==> config.mk <==
export PLATFORM = sky130hd
export DESIGN_NAME = muldiv_unit
export DESIGN_NICKNAME = d
export VERILOG_FILES = /design/src/rtl/muldiv_unit.sv
export SDC_FILE = /design/constraint.sdc
export NUM_CORES = 1
export LEC_CHECK = 0
export CORE_MARGIN = 2
export CORE_UTILIZATION = 34
export DETAILED_ROUTE_END_ITERATION = 12
export PLACE_DENSITY_LB_ADDON = 0.08
export SLEW_MARGIN = 10
export SYNTH_ARGS = -nofsm -noshare
export SYNTH_HDL_FRONTEND = slang
export SYNTH_SLANG_ARGS = --single-unit
==> constraint.sdc <==
create_clock -name clk -period 6.3 [get_ports clk]
set_input_delay 1.26 -clock clk [delete_from_list [all_inputs] [get_ports clk]]
set_output_delay 1.26 -clock clk [all_outputs]
set_load 0.005 [all_outputs]
==> src/rtl/muldiv_unit.sv <==
// rtl/muldiv_unit.sv - iterative MULT/MULTU/DIV/DIVU unit with HI/LO registers and decode stall
module muldiv_unit #(
  parameter int                WIDTH    = 32,
  parameter logic [WIDTH-1:0]  HILO_RST = '0
) (
  input  logic             clk,
  input  logic             reset,
  input  logic             startE,
  input  logic [2:0]       opE,
  input  logic [WIDTH-1:0] srcaE,
  input  logic [WIDTH-1:0] srcbE,
  input  logic             flushE,
  input  logic             mfhiD,
  input  logic             mfloD,
  input  logic             muldivD,
  output logic [WIDTH-1:0] hi,
  output logic [WIDTH-1:0] lo,
  output logic             busy,
  output logic             stallD,
  output logic             done,
  output logic             divzero
);

  localparam int CW = $clog2(WIDTH + 1);

  typedef enum logic [1:0] {S_IDLE, S_RUN, S_FIX} state_t;

  state_t           state_q, state_d;
  logic [CW-1:0]    count_q, count_d;
  logic [WIDTH-1:0] hi_q, hi_d, lo_q, lo_d;
  logic [WIDTH-1:0] acc_q, acc_d, mq_q, mq_d, b_q, b_d, a_raw_q, a_raw_d;
  logic             is_div_q, is_div_d, neg_q, neg_d, rem_neg_q, rem_neg_d;
  logic             dz_q, dz_d, divzero_q, divzero_d, done_q, done_d;

  logic             accept, op_signed, sa, sb;
  logic [WIDTH-1:0] a_mag, b_mag, addend;
  logic [WIDTH:0]   sum, shifted;
  logic [WIDTH-1:0] diff;
  logic             ge;
  logic [2*WIDTH-1:0] prod;

  always_comb begin
    accept    = startE & ~flushE & (state_q == S_IDLE);
    op_signed = (opE == 3'd0) || (opE == 3'd2);
    sa        = op_signed & srcaE[WIDTH-1];
    sb        = op_signed & srcbE[WIDTH-1];
    a_mag     = sa ? -srcaE : srcaE;
    b_mag     = sb ? -srcbE : srcbE;

    // Multiply: conditional add then shift the {acc,mq} pair right.
    addend  = mq_q[0] ? b_q : '0;
    sum     = {1'b0, acc_q} + {1'b0, addend};
    // Divide: shift the next dividend bit into the partial remainder and trial-subtract.
    shifted = {acc_q, mq_q[WIDTH-1]};
    ge      = shifted >= {1'b0, b_q};
    diff    = shifted[WIDTH-1:0] - b_q;
    prod    = neg_q ? -{acc_q, mq_q} : {acc_q, mq_q};

    state_d   = state_q;
    count_d   = count_q;
    hi_d      = hi_q;
    lo_d      = lo_q;
    acc_d     = acc_q;
    mq_d      = mq_q;
    b_d       = b_q;
    a_raw_d   = a_raw_q;
    is_div_d  = is_div_q;
    neg_d     = neg_q;
    rem_neg_d = rem_neg_q;
    dz_d      = dz_q;
    divzero_d = divzero_q;
    done_d    = 1'b0;

    case (state_q)
      S_IDLE: begin
        if (accept) begin
          case (opE)
            3'd0, 3'd1, 3'd2, 3'd3: begin
              divzero_d = 1'b0;
              state_d   = S_RUN;
              count_d   = '0;
              acc_d     = '0;
              mq_d      = a_mag;
              b_d       = b_mag;
              a_raw_d   = srcaE;
              is_div_d  = opE[1];
              neg_d     = sa ^ sb;
              rem_neg_d = sa;
              dz_d      = (srcbE == '0);
            end
            3'd4: begin
              hi_d      = srcaE;
              divzero_d = 1'b0;
            end
            3'd5: begin
              lo_d      = srcaE;
              divzero_d = 1'b0;
            end
            default: ;
          endcase
        end
      end
      S_RUN: begin
        if (flushE) begin
          state_d = S_IDLE;
        end else begin
          if (is_div_q) begin
            acc_d = ge ? diff : shifted[WIDTH-1:0];
            mq_d  = {mq_q[WIDTH-2:0], ge};
          end else begin
            acc_d = sum[WIDTH:1];
            mq_d  = {sum[0], mq_q[WIDTH-1:1]};
          end
          count_d = count_q + 1'b1;
          if (count_q == CW'(WIDTH - 1)) state_d = S_FIX;
        end
      end
      S_FIX: begin
        state_d = S_IDLE;
        if (!flushE) begin
          done_d = 1'b1;
          if (!is_div_q) begin
            {hi_d, lo_d} = prod;
          end else if (dz_q) begin
            lo_d      = '1;
            hi_d      = a_raw_q;
            divzero_d = 1'b1;
          end else begin
            lo_d = neg_q ? -mq_q : mq_q;
            hi_d = rem_neg_q ? -acc_q : acc_q;
          end
        end
      end
      default: state_d = S_IDLE;
    endcase
  end

  always_ff @(posedge clk or negedge reset) begin
    if (!reset) begin
      state_q   <= S_IDLE;
      count_q   <= '0;
      hi_q      <= HILO_RST;
      lo_q      <= HILO_RST;
      acc_q     <= '0;
      mq_q      <= '0;
      b_q       <= '0;
      a_raw_q   <= '0;
      is_div_q  <= 1'b0;
      neg_q     <= 1'b0;
      rem_neg_q <= 1'b0;
      dz_q      <= 1'b0;
      divzero_q <= 1'b0;
      done_q    <= 1'b0;
    end else begin
      state_q   <= state_d;
      count_q   <= count_d;
      hi_q      <= hi_d;
      lo_q      <= lo_d;
      acc_q     <= acc_d;
      mq_q      <= mq_d;
      b_q       <= b_d;
      a_raw_q   <= a_raw_d;
      is_div_q  <= is_div_d;
      neg_q     <= neg_d;
      rem_neg_q <= rem_neg_d;
      dz_q      <= dz_d;
      divzero_q <= divzero_d;
      done_q    <= done_d;
    end
  end

  assign hi      = hi_q;
  assign lo      = lo_q;
  assign busy    = (state_q != S_IDLE);
  assign stallD  = busy & (mfhiD | mfloD | muldivD);
  assign done    = done_q;
  assign divzero = divzero_q;

endmodule
=== After elaboration in Yosys (flattened, before gate mapping) ===
Index checks and enable logic that the tools add are counted.

* Add/sub/neg operators: 8
* $lt $le $gt $ge: 1
* Eq/ne operators: 18
* Mux-type cells: 46
* Bitwise logic cells: 9
* Reductions and logical operators: 15

{| class="wikitable"
|+ Operators by type and width
! cell !! number
|-
| 32-bit two-way mux || 24
|-
| 32-bit case mux with 2 select lines || 4
|-
| 32-bit negator || 4
|-
| 64-bit two-way mux || 1
|-
| 64-bit negator || 1
|-
| 32-bit by 32-bit adder with 33-bit output || 1
|-
| 33-bit by 32-bit greater-or-equal comparator with 1-bit output || 1
|-
| 32-bit zero test || 1
|-
| 32-bit subtractor || 1
|-
| 6-bit two-way mux || 3
|-
| 2-bit inequality test, second input constant || 6
|-
| 6-bit case mux with 2 select lines || 1
|-
| 4-bit AND reduction || 3
|-
| 2-bit two-way mux || 4
|-
| 1-bit two-way mux || 7
|-
| 6-bit by 1-bit adder with 6-bit output, second input constant || 1
|-
| 3-bit by 2-bit == test with 1-bit output, second input constant || 2
|-
| 3-bit == test, second input constant || 2
|-
| 6-bit by 5-bit == test with 1-bit output, second input constant || 1
|-
| 2-bit by 1-bit inequality test with 1-bit output, second input constant || 3
|-
| 3-bit AND reduction || 2
|-
| 6-bit AND reduction || 1
|-
| 2-bit nonzero test || 3
|-
| 6-bit OR reduction || 1
|-
| 14 further kinds || 19
|}

* Flip-flop bits (word level): 206
* Bits of input ports: 74
* Output and inout port bits: 68
* Word-level logic and storage cells: 111

=== Depth between registers and ports, before layout ===
Gate-level depths: netlist of run 1.

* Depth after elaboration: 7
* Depth in mapped cells: 14
* Depth with buffers taken out: 13

=== Least setup slack after synthesis of run 1 ===
Ideal clock, no wire load.

* Path type: in2reg
* From: input srcaE[2]
* To: register mq_q[29]
* Library setup time: 83 ps
* Arrival time: 3553 ps
* Data required time: 6217 ps
* Slack: 2664 ps
* Stages: 10
* Path buffers: 1
* Cell sequence: clkbuf_1 > or4_1 > or4_1 > nor3_2 > and3_1 > nand3b_1 > o41ai_1 > xnor2_1 > o21ai_0 > o21ai_0

* Word-level cells in the longest chain between the ends: 5

{| class="wikitable"
|+ Ends and longest elaborated chain
! what !! RTL line !! RTL
|-
| start, declared || 10 || <nowiki>input logic [WIDTH-1:0] srcaE,</nowiki>
|-
| 32-bit negator || 47 || <nowiki>a_mag = sa ? -srcaE : srcaE;</nowiki>
|-
| 32-bit two-way mux || 47 ||
|-
| 32-bit two-way mux || 77 || <nowiki>case (opE)</nowiki>
|-
| 32-bit two-way mux || 76 || <nowiki>if (accept) begin</nowiki>
|-
| 32-bit case mux with 2 select lines || 74 || <nowiki>case (state_q)</nowiki>
|-
| end signal, assigned || 160 || <nowiki>mq_q <= mq_d;</nowiki>
|-
| end, declared || 31 || <nowiki>logic [WIDTH-1:0] acc_q, acc_d, mq_q, mq_d, b_q, b_d, a_raw_q, a_raw_d;</nowiki>
|}

Every way passes these cells. The select of a mux whose other input is x is not followed.
A chain may end at the register's enable or synchronous reset.

=== Worst setup path after layout of run 1 ===
* From: register mq_q[0]
* To: register acc_q[27]

* Word-level cells in the longest chain between the ends: 5

{| class="wikitable"
|+ Ends and longest elaborated chain
! what !! RTL line !! RTL
|-
| 32-bit two-way mux || 51 || <nowiki>addend = mq_q[0] ? b_q : '0;</nowiki>
|-
| 32-bit by 32-bit adder with 33-bit output || 52 || <nowiki>sum = {1'b0, acc_q} + {1'b0, addend};</nowiki>
|-
| 32-bit two-way mux || 107 || <nowiki>if (is_div_q) begin</nowiki>
|-
| 32-bit two-way mux || 104 || <nowiki>if (flushE) begin</nowiki>
|-
| 32-bit case mux with 2 select lines || 74 ||
|-
| end signal, assigned || 144 || <nowiki>acc_q <= '0;</nowiki>
|-
| end signal, assigned || 159 || <nowiki>acc_q <= acc_d;</nowiki>
|-
| end, declared || 31 ||
|}

Every way passes these cells. The select of a mux whose other input is x is not followed.

==> reports/metrics.yaml, run 1 <==
peakVddDrop_uv: 238
via_per_inst: 5.62
period_share: 0.685
core_area_sq_um: 47800
outcome: "finished, final reports clean"
path_max_fanout: 32
numCtsBuffers: 28
clock-root-buffer: "clkbuf_16"
boundaryPins: 142
fin_cells: 2835
slew_viol_final: 0
initial_core_util: 0.345
rrSetupSlack_ps: 1980
path_class: "reg2reg"
final-hold-violation-count: 0
synth_area_leaders: "dfrtp_1, nand2_1, o21ai_0"
dp_slack_ps: 1600
drt_pass1_iterations: 5
hpwl_um: 45500
cts_tree: "yes"
routabilityCongestion: 0.894
required_ps: 6690
synth_area_per_cell_sq_um: 7.68
fin_crit_ps: 4320
r2r-start: "mq_q[0]"
cts_sinks: 206
r2r_cells: 12
post_cts_buffers: 0
hold_path.class: "reg2reg"
grt_pass1_wl_um: 93700
cts.clk_slew.worst_paths_ps: 60
wl_per_cell_um: 21.5
tns_ps: 0
drc_errors: 0
mappedNetlistArea_sq_um: 16500
start_kind: "flop"
yosysTopAreaCellShare: 0.313
die_y_um: 224
cp-startpoint: "mq_q[0]"
final_cell_mix: "nand2_1, o21ai_0, dfrtp_1"
cap_violations: 0
fmax_ghz: 0.232
dpl.cell_count: 2785
cts-resized-gates: 0
grt_max_degree: 124
synth_seq_area_share: 0.313
syn_to_final_growth_pct: 17.1
ctsHoldBuffers: 0
final_common_cell: "nand2_1"
rows: 80
die_x_um: 224
syn_inst: 2146
vias: 15900
crit_arrival_ps: 4710
ys_ff_latch: 206
maxSlewHeadroom: 0.229
async_reset_ff_frac: 1.00
drtIter0Drc: 1234
ys_warn_count: 0
ys_types: 82
die_area_sq_um: 50300
routed_wl_um: 61000
drtAntennaViolNets: 0
synthFlopType: "dfrtp_1"
globalRouteOverflowTotal: 0
rr_endpoint: "acc_q[27]"
antennaDiodeCount: 0
fin_ws_ps: 1980
placed_area_sq_um: 18400
drive_above_1_share: 0.0500
syn_nets: 2291
grt_use_total: 0.238
endpoint: "acc_q[27]"
rsz0062_at_grt: "false"
fin_hold_ws_ps: 474
antenna_found_initial: 1
yosys.area.top_type: "dfrtp_1"
finalNetCount: 2345
grt_pass1_vias: 15400
htree_num_levels: 1
leakage_nw: 8.33
portBuffers: 141
worst_pin_slew_ps: 1160
final_cell_area_sq_um: 19300
clk_latency_ps: 570
finClkSkew_ps: 24.0
worstSetupEndpointType: "flop"
setup_viol: 0
clockBufferDepth: 3
power.density_nw_per_um2: 396
synth_edf_count: 0
==> synthesized netlist by cell type, drive strengths merged, types with 8 or more instances <==
master / count
nor2b: 12
and2: 9
nand4: 14
o21ai: 275
ha: 69
nand3: 36
inv: 65
o31ai: 26
buf: 21
or2: 9
a221oi: 8
nor3: 38
or3: 23
clkbuf: 118
mux2i: 48
and3: 20
or4: 18
nand2b: 22
a21oi: 147
a31oi: 10
nand3b: 8
a21o: 25
o211ai: 12
a22oi: 17
xor2: 92
nor4: 24
a211oi: 15
o41ai: 12
dfrtp: 206
nor2: 153
o22ai: 40
o221ai: 15
nand2: 376
xnor2: 97
==> logic make-up (layout without fill, tap and decap cells) <==
family,count (synthesis),after routing,share of synthesized area
AOI/OAI and AO/OA,652,652,0.239
xor gates and xnor gates,189,189,0.100
adders and majority gates,71,71,0.0548
buffers and inverters,206,280,0.0491
DFF,206,206,0.313
muxes,50,50,0.0305
and+or+nand+nor,772,772,0.213
==> cell type report <==
cell class              count  area [sq um]
inverters                  67           251
repair buffers            163          1590
clock inverters            11           136
flip-flops and latches    206          5160
multi-input cells        1734         10600
well taps                 615           769
fillers                  4964         28500
clock buffers              39           823
==> where the power goes <==
group | internal [mW] | switching (mW)
sequential | 1.63 | 0.537
clock | 1.03 | 0.647
combinational | 1.56 | 2.25
total | 4.22 | 3.43
==> layer usage <==
metal	wire length, um	global-route usage	vias to the layer above
li1	-	-	7744
met2	28400	0.402	441
met3	2690	0.0223	75
met4	1820	0.0722	0
met5	0	0	-
met1	28000	0.324	7676
==> how the worst min path moves through the flow <==
| stage | startpoint | endpoint | depth (start not counted) | slack, ps |
|---|---|---|---|---|
| after floorplan | a_raw_q[16] | a_raw_q[16] | 2 | 440 |
| after global placement | a_raw_q[16] | a_raw_q[16] | 2 | 450 |
| after detailed placement | a_raw_q[19] | a_raw_q[19] | 2 | 460 |
| after CTS | a_raw_q[19] | a_raw_q[19] | 2 | 480 |
| after global routing | a_raw_q[28] | a_raw_q[28] | 2 | 490 |
| final | lo[2] | lo[2] | 2 | 470 |
==> stage by stage <==
| step | total power, mW | utilization |
|---|---|---|
| after floorplan | 4.65 | - |
| after global placement | 5.92 | 0.384 |
| after detailed placement | 5.95 | 0.384 |
| after CTS | 7.65 | 0.404 |
| after global routing | 8.19 | 0.404 |
| final | 7.65 | 0.404 |
==> registers in the layout, summed over array words and instances, names as in the netlist, 2 cells and up <==
name	flops
a_raw_q	32
acc_q	32
b_q	32
count_q	6
hi	32
lo	32
mq_q	32
state_q	2
==> critical path: stages, from the launching register on <==
cell      delay, ps
dfrtp_1         510
inv_1           890
nor2_1          130
ha_1            390
a21o_1          230
or2_2           310
o211ai_1        280
a31oi_1         250
a21oi_1         510
o21bai_1        170
xor2_1          170
a22oi_1         170
o311ai_1        120
No activity file was read; power rests on OpenSTA's default activity.
==> inputs of run 2 (changes only) <==
Clock period 6.3 ns to 4.4 ns, I/O delays scaled along.
==> reports/metrics.yaml, run 2 (synthesis results as in run 1) <==
cts_tree: "yes"
final_common_cell: "nand2_1"
finClkSkew_ps: 18.9
clk_latency_ps: 580
drtIter0Drc: 1423
final-hold-violation-count: 0
finalNetCount: 2395
start_kind: "flop"
rsz0062_at_grt: "false"
drt_pass1_iterations: 5
routabilityCongestion: 0.871
cts_sinks: 206
post_cts_buffers: 0
cts.clk_slew.worst_paths_ps: 60
antennaDiodeCount: 0
die_x_um: 224
grt_use_total: 0.240
cap_violations: 0
boundaryPins: 142
path_max_fanout: 28
wl_per_cell_um: 21.2
core_area_sq_um: 47800
worstSetupEndpointType: "flop"
cp_top_family: "compound AO/OA/AOI/OAI gates"
cpMaxStageDelayCell: "a2111oi_0"
maxSlewHeadroom: 0.342
syn_to_final_growth_pct: 19.8
rrSetupSlack_ps: 660
crit_buf_inv: 1
drtAntennaViolNets: 0
numCtsBuffers: 27
worstPathCellList: "ha_1 -> nand3_1 -> a2111oi_0 -> nand2_1 -> a211o_1 -> nand3_1 -> o21ai_4 -> buf_4 -> o31a_1 -> o221ai_1"
drive_above_1_share: 0.0705
drc_errors: 0
fin_crit_ps: 3740
vias: 16100
via_per_inst: 5.59
r2r_cells: 10
period_share: 0.850
die_y_um: 224
initial_core_util: 0.345
worst_pin_slew_ps: 986
globalRouteOverflowTotal: 0
fillers: 4990
leakage_nw: 8.60
clockBufferDepth: 3
path_class: "reg2reg"
hold_path.class: "in2async"
tns_ps: 0
grt_pass1_wl_um: 94600
fmax_ghz: 0.268
rows: 80
r2r-start: "acc_q[15]"
slew_viol_final: 0
clock-root-buffer: "clkbuf_16"
cts-resized-gates: 0
routed_wl_um: 61200
rr_endpoint: "acc_q[5]"
grt_pass1_vias: 15600
power.density_nw_per_um2: 567
grt_max_degree: 84
setup_viol: 0
hpwl_um: 46800
antenna_found_initial: 1
final_cell_mix: "nand2_1, o21ai_0, dfrtp_1"
die_area_sq_um: 50300
slowest_delay_ps: 760
crit_top_cell: "nand3_1"
outcome: "finished, final reports clean"
htree_num_levels: 1
portBuffers: 141
ctsHoldBuffers: 0
p_total_mw: 11.2
peakVddDrop_uv: 340
required_ps: 4890
crit_arrival_ps: 4230
==> run 2: cell count changes in the layout (fill, tap and decap cells not counted) <==
cell / delta
buf_12: +4
buf_4: +47
bufinv_16: +2
clkbuf_16: -2
clkbuf_8: +1
clkinv_2: -3
inv_6: +1
nor3_1: +1
nor3_2: -1
==> run 2: worst max path at each step <==
stage	from	cells past startpoint	end
6_report	acc_q[15]	10	acc_q[5]
5_1_grt	acc_q[15]	10	acc_q[5]
4_1_cts	acc_q[1]	10	acc_q[28]
3_5_place_dp	srcbE[6]	11	b_q[25]
3_3_place_gp	srcbE[6]	11	b_q[25]
2_1_floorplan	srcaE[2]	10	mq_q[29]
==> run 2: stage by stage <==
stage	setup slack, ps	utilization	area, sq um	instances	hold WS [ps]
after floorplan	1140	-	16500	2146	440
after global placement	449	0.393	18800	2836	456
after detailed placement	451	0.393	18800	2836	463
after CTS	689	0.413	19800	2885	343
final	662	0.413	19800	2885	328
after global routing	395	0.413	19800	2885	370
==> run 2: area by class of cell <==
class / instances / area (sq um) / area share
Sequential cell: 206 / 5160 / 0.261
Tap cell: 615 / 769 / 0.0389
Clock inverter: 11 / 190 / 0.00963
Clock buffer: 38 / 787 / 0.0398
Inverter: 67 / 251 / 0.0127
Multi-Input combinational cell: 1734 / 10600 / 0.535
Timing Repair Buffer: 214 / 2030 / 0.103
==> run 2: where the power goes <==
part | switching, mW | total, mW | internal (mW)
clock | 0.927 | 2.46 | 1.53
sequential | 0.568 | 2.90 | 2.33
combinational | 3.45 | 5.83 | 2.38
==> run 2: per-layer routing <==
metal | up-vias | global-route usage | wire length [um]
met2 | 497 | 0.402 | 28400
met3 | 86 | 0.0266 | 3120
met5 | - | 0 | 0
met4 | 0 | 0.0679 | 1720
met1 | 7732 | 0.328 | 28000
li1 | 7825 | - | -
